**src/rtl/array_result_drain.sv**
```systemverilog
// Captures systolic-array result rows during the activated window and streams them out over valid/ready.
// Latency: a row pushed into an empty buffer appears on out_data right after the capturing edge; done is registered.
// Backpressure: stall goes high when free entries <= STALL_TH, and also in DRAIN/FINISH; out_ready only drains the buffer.
//
// Ports:
//   clk, n_rst       - rising-edge clock, asynchronous active-low reset
//   trigger_array    - job start pulse; num_inputs is sampled with it
//   num_inputs       - rows expected for the job (0..127)
//   activated        - array row valid this cycle (already gated by ~stall)
//   array_row        - array output row, lane 0 in the LSBs
//   stall            - hold request to the array and activate timer
//   out_valid/out_ready/out_data - downstream row stream, head of buffer
//   done             - one-cycle pulse once every row of the job has left
//   err              - sticky protocol error flag
//
// Optional build macro RESULT_RELU_EN: clamp negative lane values to zero before buffering.

module array_result_drain #(
    parameter int LANES    = 4,
    parameter int LANE_W   = 16,
    parameter int DEPTH    = 8,
    parameter int STALL_TH = 1
) (
    input  logic                      clk,
    input  logic                      n_rst,
    input  logic                      trigger_array,
    input  logic [6:0]                num_inputs,
    input  logic                      activated,
    input  logic [LANES*LANE_W-1:0]   array_row,
    output logic                      stall,
    output logic                      out_valid,
    input  logic                      out_ready,
    output logic [LANES*LANE_W-1:0]   out_data,
    output logic                      done,
    output logic                      err
);

    localparam int ROW_W = LANES * LANE_W;
    localparam int AW    = $clog2(DEPTH);
    localparam int CW    = AW + 1;

    localparam logic [CW-1:0] DEPTH_C = CW'(DEPTH);
    localparam logic [CW-1:0] TH_C    = CW'(STALL_TH);

    typedef enum logic [1:0] {
        IDLE    = 2'd0,
        COLLECT = 2'd1,
        DRAIN   = 2'd2,
        FINISH  = 2'd3
    } state_t;

    state_t            state_q;
    state_t            state_d;

    logic [6:0]        expected_q;
    logic [6:0]        captured_q;

    logic [ROW_W-1:0]  mem [DEPTH];
    logic [AW-1:0]     wr_ptr_q;
    logic [AW-1:0]     rd_ptr_q;
    logic [CW-1:0]     count_q;

    logic [ROW_W-1:0]  row_in;
    logic              push_req;
    logic              pop;
    logic              wr_en;
    logic              drop;
    logic              full;
    logic              empty;
    logic [CW-1:0]     free_cnt;
    logic              last_push;
    logic              err_set;
    logic              done_d;

    // ------------------------------------------------------------------
    // Row conditioning before the buffer write
    // ------------------------------------------------------------------
    always_comb begin
        row_in = array_row;
`ifdef RESULT_RELU_EN
        // Per-lane ReLU: a set sign bit clamps that lane to zero.
        for (int i = 0; i < LANES; i++) begin
            if (array_row[i*LANE_W + LANE_W - 1]) begin
                row_in[i*LANE_W +: LANE_W] = '0;
            end
        end
`endif
    end

    // ------------------------------------------------------------------
    // Buffer control
    // ------------------------------------------------------------------
    assign full      = (count_q == DEPTH_C);
    assign empty     = (count_q == '0);
    assign free_cnt  = DEPTH_C - count_q;
    assign out_valid = ~empty;
    assign out_data  = mem[rd_ptr_q];

    assign push_req  = activated && (state_q == COLLECT);
    assign pop       = out_valid && out_ready;
    // A push into a full buffer is only legal when the head leaves in the same cycle.
    assign wr_en     = push_req && (~full || pop);
    assign drop      = push_req && full && ~pop;
    assign last_push = push_req && ((captured_q + 7'd1) == expected_q);

    assign err_set   = (activated && (state_q != COLLECT))
                     || drop
                     || (trigger_array && (state_q != IDLE));

    always_ff @(posedge clk) begin
        if (wr_en) begin
            mem[wr_ptr_q] <= row_in;
        end
    end

    always_ff @(posedge clk or negedge n_rst) begin
        if (!n_rst) begin
            wr_ptr_q <= '0;
            rd_ptr_q <= '0;
            count_q  <= '0;
        end else begin
            if (wr_en) begin
                wr_ptr_q <= wr_ptr_q + AW'(1);
            end
            if (pop) begin
                rd_ptr_q <= rd_ptr_q + AW'(1);
            end
            case ({wr_en, pop})
                2'b10:   count_q <= count_q + CW'(1);
                2'b01:   count_q <= count_q - CW'(1);
                default: count_q <= count_q;
            endcase
        end
    end

    // ------------------------------------------------------------------
    // Job FSM
    // ------------------------------------------------------------------
    always_ff @(posedge clk or negedge n_rst) begin
        if (!n_rst) begin
            state_q <= IDLE;
        end else begin
            state_q <= state_d;
        end
    end

    always_comb begin
        state_d = state_q;
        stall   = 1'b0;
        done_d  = 1'b0;
        unique case (state_q)
            IDLE: begin
                stall = 1'b0;
                if (trigger_array) begin
                    state_d = (num_inputs == 7'd0) ? FINISH : COLLECT;
                end
            end
            COLLECT: begin
                // Registered occupancy only: out_ready never reaches stall.
                stall = (free_cnt <= TH_C);
                if (last_push) begin
                    state_d = DRAIN;
                end
            end
            DRAIN: begin
                stall = 1'b1;
                if (empty) begin
                    state_d = FINISH;
                end
            end
            FINISH: begin
                stall   = 1'b1;
                done_d  = 1'b1;
                state_d = IDLE;
            end
            default: begin
                state_d = IDLE;
            end
        endcase
    end

    // ------------------------------------------------------------------
    // Job counters, done pulse and sticky error
    // ------------------------------------------------------------------
    always_ff @(posedge clk or negedge n_rst) begin
        if (!n_rst) begin
            expected_q <= '0;
            captured_q <= '0;
            done       <= 1'b0;
            err        <= 1'b0;
        end else begin
            if ((state_q == IDLE) && trigger_array) begin
                expected_q <= num_inputs;
                captured_q <= '0;
            end else if (push_req) begin
                captured_q <= captured_q + 7'd1;
            end
            // FINISH lasts exactly one cycle, so this is a single-cycle pulse.
            done <= done_d;
            if (err_set) begin
                err <= 1'b1;
            end
        end
    end

endmodule

```
**config.mk**
```make
export PLATFORM = sky130hd
export DESIGN_NAME = array_result_drain
export DESIGN_NICKNAME = d
export VERILOG_FILES = /design/src/rtl/array_result_drain.sv
export SDC_FILE = /design/constraint.sdc
export NUM_CORES = 1
export LEC_CHECK = 0
export BUFFER_PORTS_ARGS = -buffer_cell sky130_fd_sc_hd__buf_2
export CORE_MARGIN = 2
export CORE_UTILIZATION = 53
export CTS_CLUSTER_SIZE = 8
export DETAILED_ROUTE_END_ITERATION = 7
export HOLD_SLACK_MARGIN = 0.12
export PLACE_DENSITY = 0.73
export SKIP_CTS_REPAIR_TIMING = 1
export SLEW_MARGIN = 10
export SYNTH_ARGS = -nofsm -noshare
export SYNTH_HDL_FRONTEND = slang
export SYNTH_SLANG_ARGS = --single-unit
```
**constraint.sdc**
```tcl
create_clock -name clk -period 11.1 [get_ports clk]
set_clock_uncertainty 0.2 [all_clocks]
set_input_delay 0 -clock clk [delete_from_list [all_inputs] [get_ports clk]]
set_output_delay 0 -clock clk [all_outputs]
set_load 0.03 [all_outputs]
```
## Word level (Yosys, flattened, before mapping)

Memory sizes are Yosys's and may differ from the RTL's.
Cells that the tools add are included.

- Add/sub/neg operators: 6
- Order comparisons: 1
- Equality and inequality tests: 11
- Multiplexer cells: 12
- Bitwise logic cells: 3
- Reduce and logical (&&, ||, !) cells: 20

Operators by type and width:

| operator | number |
|---|---|
| $mux W7 | 2 |
| $logic_and A1 B1 Y1 | 9 |
| $mux W2 | 4 |
| $pmux W2 S4 | 1 |
| $pmux W4 S2 | 1 |
| $add A7 B1 Y7 const B | 1 |
| $eq A7 B7 Y1 | 1 |
| $logic_not A7 Y1 | 1 |
| $add A3 B1 Y3 const B | 2 |
| $eq A2 B2 Y1 const B | 3 |
| $ne A2 B2 Y1 const B | 3 |
| $reduce_bool A2 Y1 | 3 |
| $add A4 B1 Y4 const B | 1 |
| $eq A2 B1 Y1 const B | 2 |
| $eq A4 B4 Y1 const B | 1 |
| $le A4 B1 Y1 const B | 1 |
| $logic_not A4 Y1 | 1 |
| $sub A4 B1 Y4 const B | 1 |
| $sub A4 B4 Y4 const A | 1 |
| $logic_or A1 B1 Y1 | 3 |
| $mux W1 | 3 |
| $not A1 Y1 | 3 |
| $pmux W1 S3 | 1 |
| $reduce_and A3 Y1 | 1 |
| other kinds (3) | 3 |

- Bits in registers: 28
- RAM bits: 512
- Input port bits: 76
- Output and inout bits: 68
- Word-level logic and storage cells: 62
- Memories: 1

Memory list:

| name | depth | width | rd ports | clocked after Yosys merged registers in | write ports | RTL line | source |
|---|---|---|---|---|---|---|---|
| mem | 8 | 64 | 1 | 0 | 1 | 58 | `logic [ROW_W-1:0] mem [DEPTH];` |

## Longest topological paths before layout

- Depth after elaboration: 7
- Mapped depth: 12
- Depth with buffers taken out: 11

## Worst setup path before layout

Ideal clock, no wire load.

- Kind: register -> register
- From: register state_q[1]
- To: memory mem[0][0] in the netlist's numbering (enable)
- Setup time: 0.644 ns
- Arrival: 7.409 ns
- Data required time: 10.256 ns
- Slack: 2.847 ns
- Cell stages (with the launch flop): 7
- Path buffers: 1
- Clock period less this slack: 8.253 ns
- Cell sequence: dfrtp_1 > inv_1 > ha_1 > o21ai_0 > or2_2 > buf_2 > nor4_1

- Word-level cells in the longest chain between the ends: 5

Ends and longest elaborated chain:

| element | RTL line | source |
|---|---|---|
| start, declared | 52 | `state_t state_q;` |
| start signal, assigned | 143 | `state_q <= state_d;` |
| $eq A2 B1 Y1 | 99 | `assign push_req = activated && (state_q == COLLECT);` |
| $logic_and A1 B1 Y1 | 99 |  |
| $logic_and A1 B1 Y1 | 102 | `assign wr_en = push_req && (~full \|\| pop);` |
| $mux W1 | 111 | `if (wr_en) begin` |
| $mux W1 (implied by the code) | 112 | `mem[wr_ptr_q] <= row_in;` |
| end, declared | 58 |  |

No other way between the ends.

## Worst setup path in the final report

- From: register rd_ptr_q[0]
- To: output out_data[40]

- Word-level cells in the longest chain between the ends: 1

Ends and longest elaborated chain:

| element | RTL line | source |
|---|---|---|
| start, declared | 60 | `logic [AW-1:0] rd_ptr_q;` |
| start signal, assigned | 126 | `rd_ptr_q <= rd_ptr_q + AW'(1);` |
| $mem_v2 Z8 W64 | n/a |  |
| end, declared | 33 | `output logic [LANES*LANE_W-1:0] out_data,` |

No other way between the ends.

==> load_flow_metrics.sql <==
INSERT INTO impl_metrics (metric_group, metric, value, unit) VALUES
('placement', 'place.port_buffers', '143', ''),
('power', 'power.static_leakage', '8.710', 'nW'),
('final_layout', 'postLayoutCoreUtil', '66.75', '%'),
('worst_setup_path', 'critPathMaxFanout', '52', ''),
('worst_setup_path', 'crit_path_end_kind', 'primary output', ''),
('sta', 'post-route-period-util', '35.60', '%'),
('run', 'max_cap_viol_count', '0', ''),
('sta', 'setup_tns', '0', 'ps'),
('sta', 'finalSetupViolCount', '0', ''),
('floorplanning', 'floorplan.die.height', '201.8', 'µm'),
('floorplanning', 'starting_density_of_the_core', '53.65', '%'),
('drt', 'routed_wire_length_per_instance', '22.77', 'µm'),
('run_status', 'status', 'finished clean', ''),
('clock_tree', 'cts-buffers-inserted', '77', ''),
('yosys', 'synth-edff-count', '512', ''),
('drt', 'first_iter_violations', '785', ''),
('drt', 'drtPass1Iterations', '5', ''),
('final_layout', 'n_fill_cell', '2409', ''),
('hold_path', 'hold_path_class', 'primary input to flip-flop', ''),
('placement', 'gp_routability_congestion', '0.7641', ''),
('worst_setup_path', 'timing_worst_setup_path_type', 'flip-flop to primary output', ''),
('worst_setup_path', 'reg2reg_slack', '7850', 'ps'),
('drt', 'totalWireLength', '40940', 'µm'),
('clock_tree', 'ctsLongestPathBuffers', '3', ''),
('global_route', 'global_route.overflow_total', '0', ''),
('floorplanning', 'core_area', '38650', 'µm²'),
('yosys', 'synthDominantCellAreaShare', '74.16', '%'),
('global_route', 'wire_length_of_the_first_global_routing_pass', '60700', 'µm'),
('power', 'report.power.total', '0.006538', 'W'),
('sta', 'worst_slack', '7148', 'ps'),
('floorplanning', 'row_count', '72', ''),
('yosys', 'total_standard_cell_area_after_synthesis', '20730', 'µm²'),
('worst_setup_path', 'cp.arrival', '3750', 'ps'),
('clock_tree', 'cts_root_buf', 'clkbuf_16', ''),
('power', 'power-per-cell-area', '253.4', 'nW/µm²'),
('yosys', 'yosysUniqueCellTypes', '40', ''),
('global_route', 'grt_max_degree', '69', ''),
('yosys', 'synth_fp_nets', '993', ''),
('yosys', 'synth-warning-count', '0', ''),
('worst_setup_path', 'critPathLaunchType', 'flip-flop', ''),
('power', 'vdd_ir_drop_max', '0.1959', 'mV'),
('sta', 'setup_repair_after_global_routing_missed_its_margin', 'no', ''),
('final_layout', 'syn_to_final_growth', '24.43', '%'),
('yosys', 'post_synth.cell_area_avg', '22.86', 'µm²'),
('sta', 'slew_headroom', '20.57', '%'),
('drt', 'total_via_count_in_the_routed_design', '10230', ''),
('yosys', 'synth_async_sr_flop_share', '5.185', '%'),
('drt', 'final_antenna_net_count', '0', ''),
('yosys', 'synth.yosys.seq_area_share', '77.54', '%'),
('worst_setup_path', 'crit_required', '10900', 'ps'),
('yosys', 'netlist_instances', '907', ''),
('global_route', 'grt_pass1_vias', '10180', ''),
('yosys', 'yosys.area.top_type', 'edfxtp_1', ''),
('final_layout', 'post_layout_nets', '1348', ''),
('clock_tree', 'cts_htree_levels', '3', ''),
('sta', 'worstMarginPinSlew', '1191', 'ps'),
('final_layout', 'drive_above_1_share', '35.34', '%'),
('sta', 'finalMaxSlewViolations', '0', ''),
('yosys', 'post_synth_main_area_contributors', 'edfxtp_1 74%, mux4_2 14%, mux2_2 3.6%', ''),
('sta', 'final.hold.worst_slack', '108.9', 'ps'),
('floorplanning', 'top_level_i_o_count', '144', ''),
('sta', 'post-route-min-period', '3952', 'ps'),
('placement', 'dp_worst_setup_slack', '7678', 'ps'),
('yosys', 'synth.ff_latch_count', '540', ''),
('floorplanning', 'area_of_the_die', '40720', 'µm²'),
('placement', 'hpwlAfterDp', '19630', 'µm'),
('clock_tree', 'clk_transition_reported_paths', '50', 'ps'),
('sta', 'achievable-frequency', '253.1', 'MHz'),
('drt', 'via_per_inst', '5.687', ''),
('clock_tree', 'cts_tree', 'yes', ''),
('sta', 'timing.final.hold_violations', '0', ''),
('yosys', 'synthFlopType', 'edfxtp_1', ''),
('global_route', 'grt_antenna_before_repair', '2', ''),
('drt', 'drc', '0', ''),
('floorplanning', 'die_w', '201.8', 'µm'),
('global_route', 'gr-usage-all-layers', '19.85', '%'),
('clock_tree', 'cts.sinks', '540', ''),
('clock_tree', 'clkLatencyLatePin', '590', 'ps');
-- synth_stat cells, types with 2 or more instances --
| cell | n |
|---|---|
| xor2_1 | 9 |
| a22oi_1 | 2 |
| clkbuf_1 | 23 |
| nand2b_1 | 3 |
| o21ai_0 | 3 |
| mux2_2 | 67 |
| inv_1 | 8 |
| edfxtp_1 | 512 |
| buf_1 | 3 |
| buf_2 | 13 |
| a21oi_1 | 6 |
| nor3_1 | 6 |
| ha_1 | 9 |
| xnor2_1 | 12 |
| nor4_1 | 3 |
| and2_1 | 2 |
| o211ai_1 | 2 |
| dfrtp_1 | 28 |
| nand2_1 | 29 |
| mux4_2 | 128 |
| nor2_1 | 15 |
| nand3_1 | 6 |
-- where the power goes --
group | leakage (nW) | total (W) | internal [W] | switching [W]
clock | 1.02 | 0.00205 | 0.00126 | 0.000787
sequential | 4.95 | 0.00261 | 0.00238 | 0.000231
combinational | 2.73 | 0.00187 | 0.000876 | 0.000997
total | 8.71 | 0.00654 | 0.00452 | 0.00202
-- critical path, stage by stage, from the launching register on --
cell     delay [ps]
dfrtp_4        1150
buf_4           790
mux4_2          600
mux2_2          310
buf_2           190
-- routing by layer --
metal / share of wire [%] / vias to the layer above / global-route usage, %
li1: - / 4495 / -
met3: 5.1 / 62 / 4.321
met2: 49 / 301 / 31.01
met5: 0.032 / - / 0
met4: 1.9 / 2 / 6.618
met1: 44 / 5366 / 28.31
-- through the flow --
stage,cells,area (µm²)
6_report,1798,25800
5_1_grt,1798,25800
4_1_cts,1636,24170
3_5_place_dp,1540,22080
3_3_place_gp,1540,22080
2_1_floorplan,907,20730
-- state kept, by name, indices dropped and copies added, names as in the netlist, 2 cells and up --
register	cells
expected_q	7
state_q	2
captured_q	7
wr_ptr_q	3
rd_ptr_q	3
mem	512
count_q	4
-- placed cells by master (no fill, tap or decap), drive strengths merged, types with 4 or more instances in the layout --
cell / n
clkbuf: 88
mux2: 67
nand2: 30
o21ai: 4
buf: 155
nor2: 15
xor2: 9
edfxtp: 512
nand3: 6
ha: 9
mux4: 128
dlygate4sd3: 160
xnor2: 12
nor3: 6
a21oi: 6
inv: 13
dfrtp: 28
-- logic make-up after synthesis --
kind of cell             count (synthesis)  synth area share, %
flip-flops                             540                77.54
multiplexers                           196                17.59
AND/OR/NAND/NOR                         71                1.587
buffers and inverters                   47               0.9294
AO/OA/AOI/OAI                           22               0.8268
XOR/XNOR                                21               0.8872
adder cells (fa/ha/maj)                 10               0.6397
-- path summary, 6_finish.rpt --
kind                              start            to  cells past startpoint
hold / removal             array_row[0]     mem[6][0]                      2
min in group asynchronous         n_rst   rd_ptr_q[1]                      4
setup reg to reg             state_q[1]    mem[7][47]                      7
hold reg to reg              count_q[3]    count_q[3]                      1
setup / recovery            rd_ptr_q[0]  out_data[40]                      4
max in group asynchronous         n_rst   rd_ptr_q[2]                      4
-- layout make-up --
type                            instances  area, µm²  area share (%)
Multi-Input combinational cell        320       4513           17.49
Clock buffer                           88       1968           7.629
Inverter                                8      30.03          0.1164
Tap cell                              518      648.1           2.512
Antenna cell                            1      2.502        0.009700
Sequential cell                       540      16090           62.36
Clock inverter                          8      128.9          0.4996
Timing Repair Buffer                  315       2420           9.380
(Power assumes the default switching activity.)
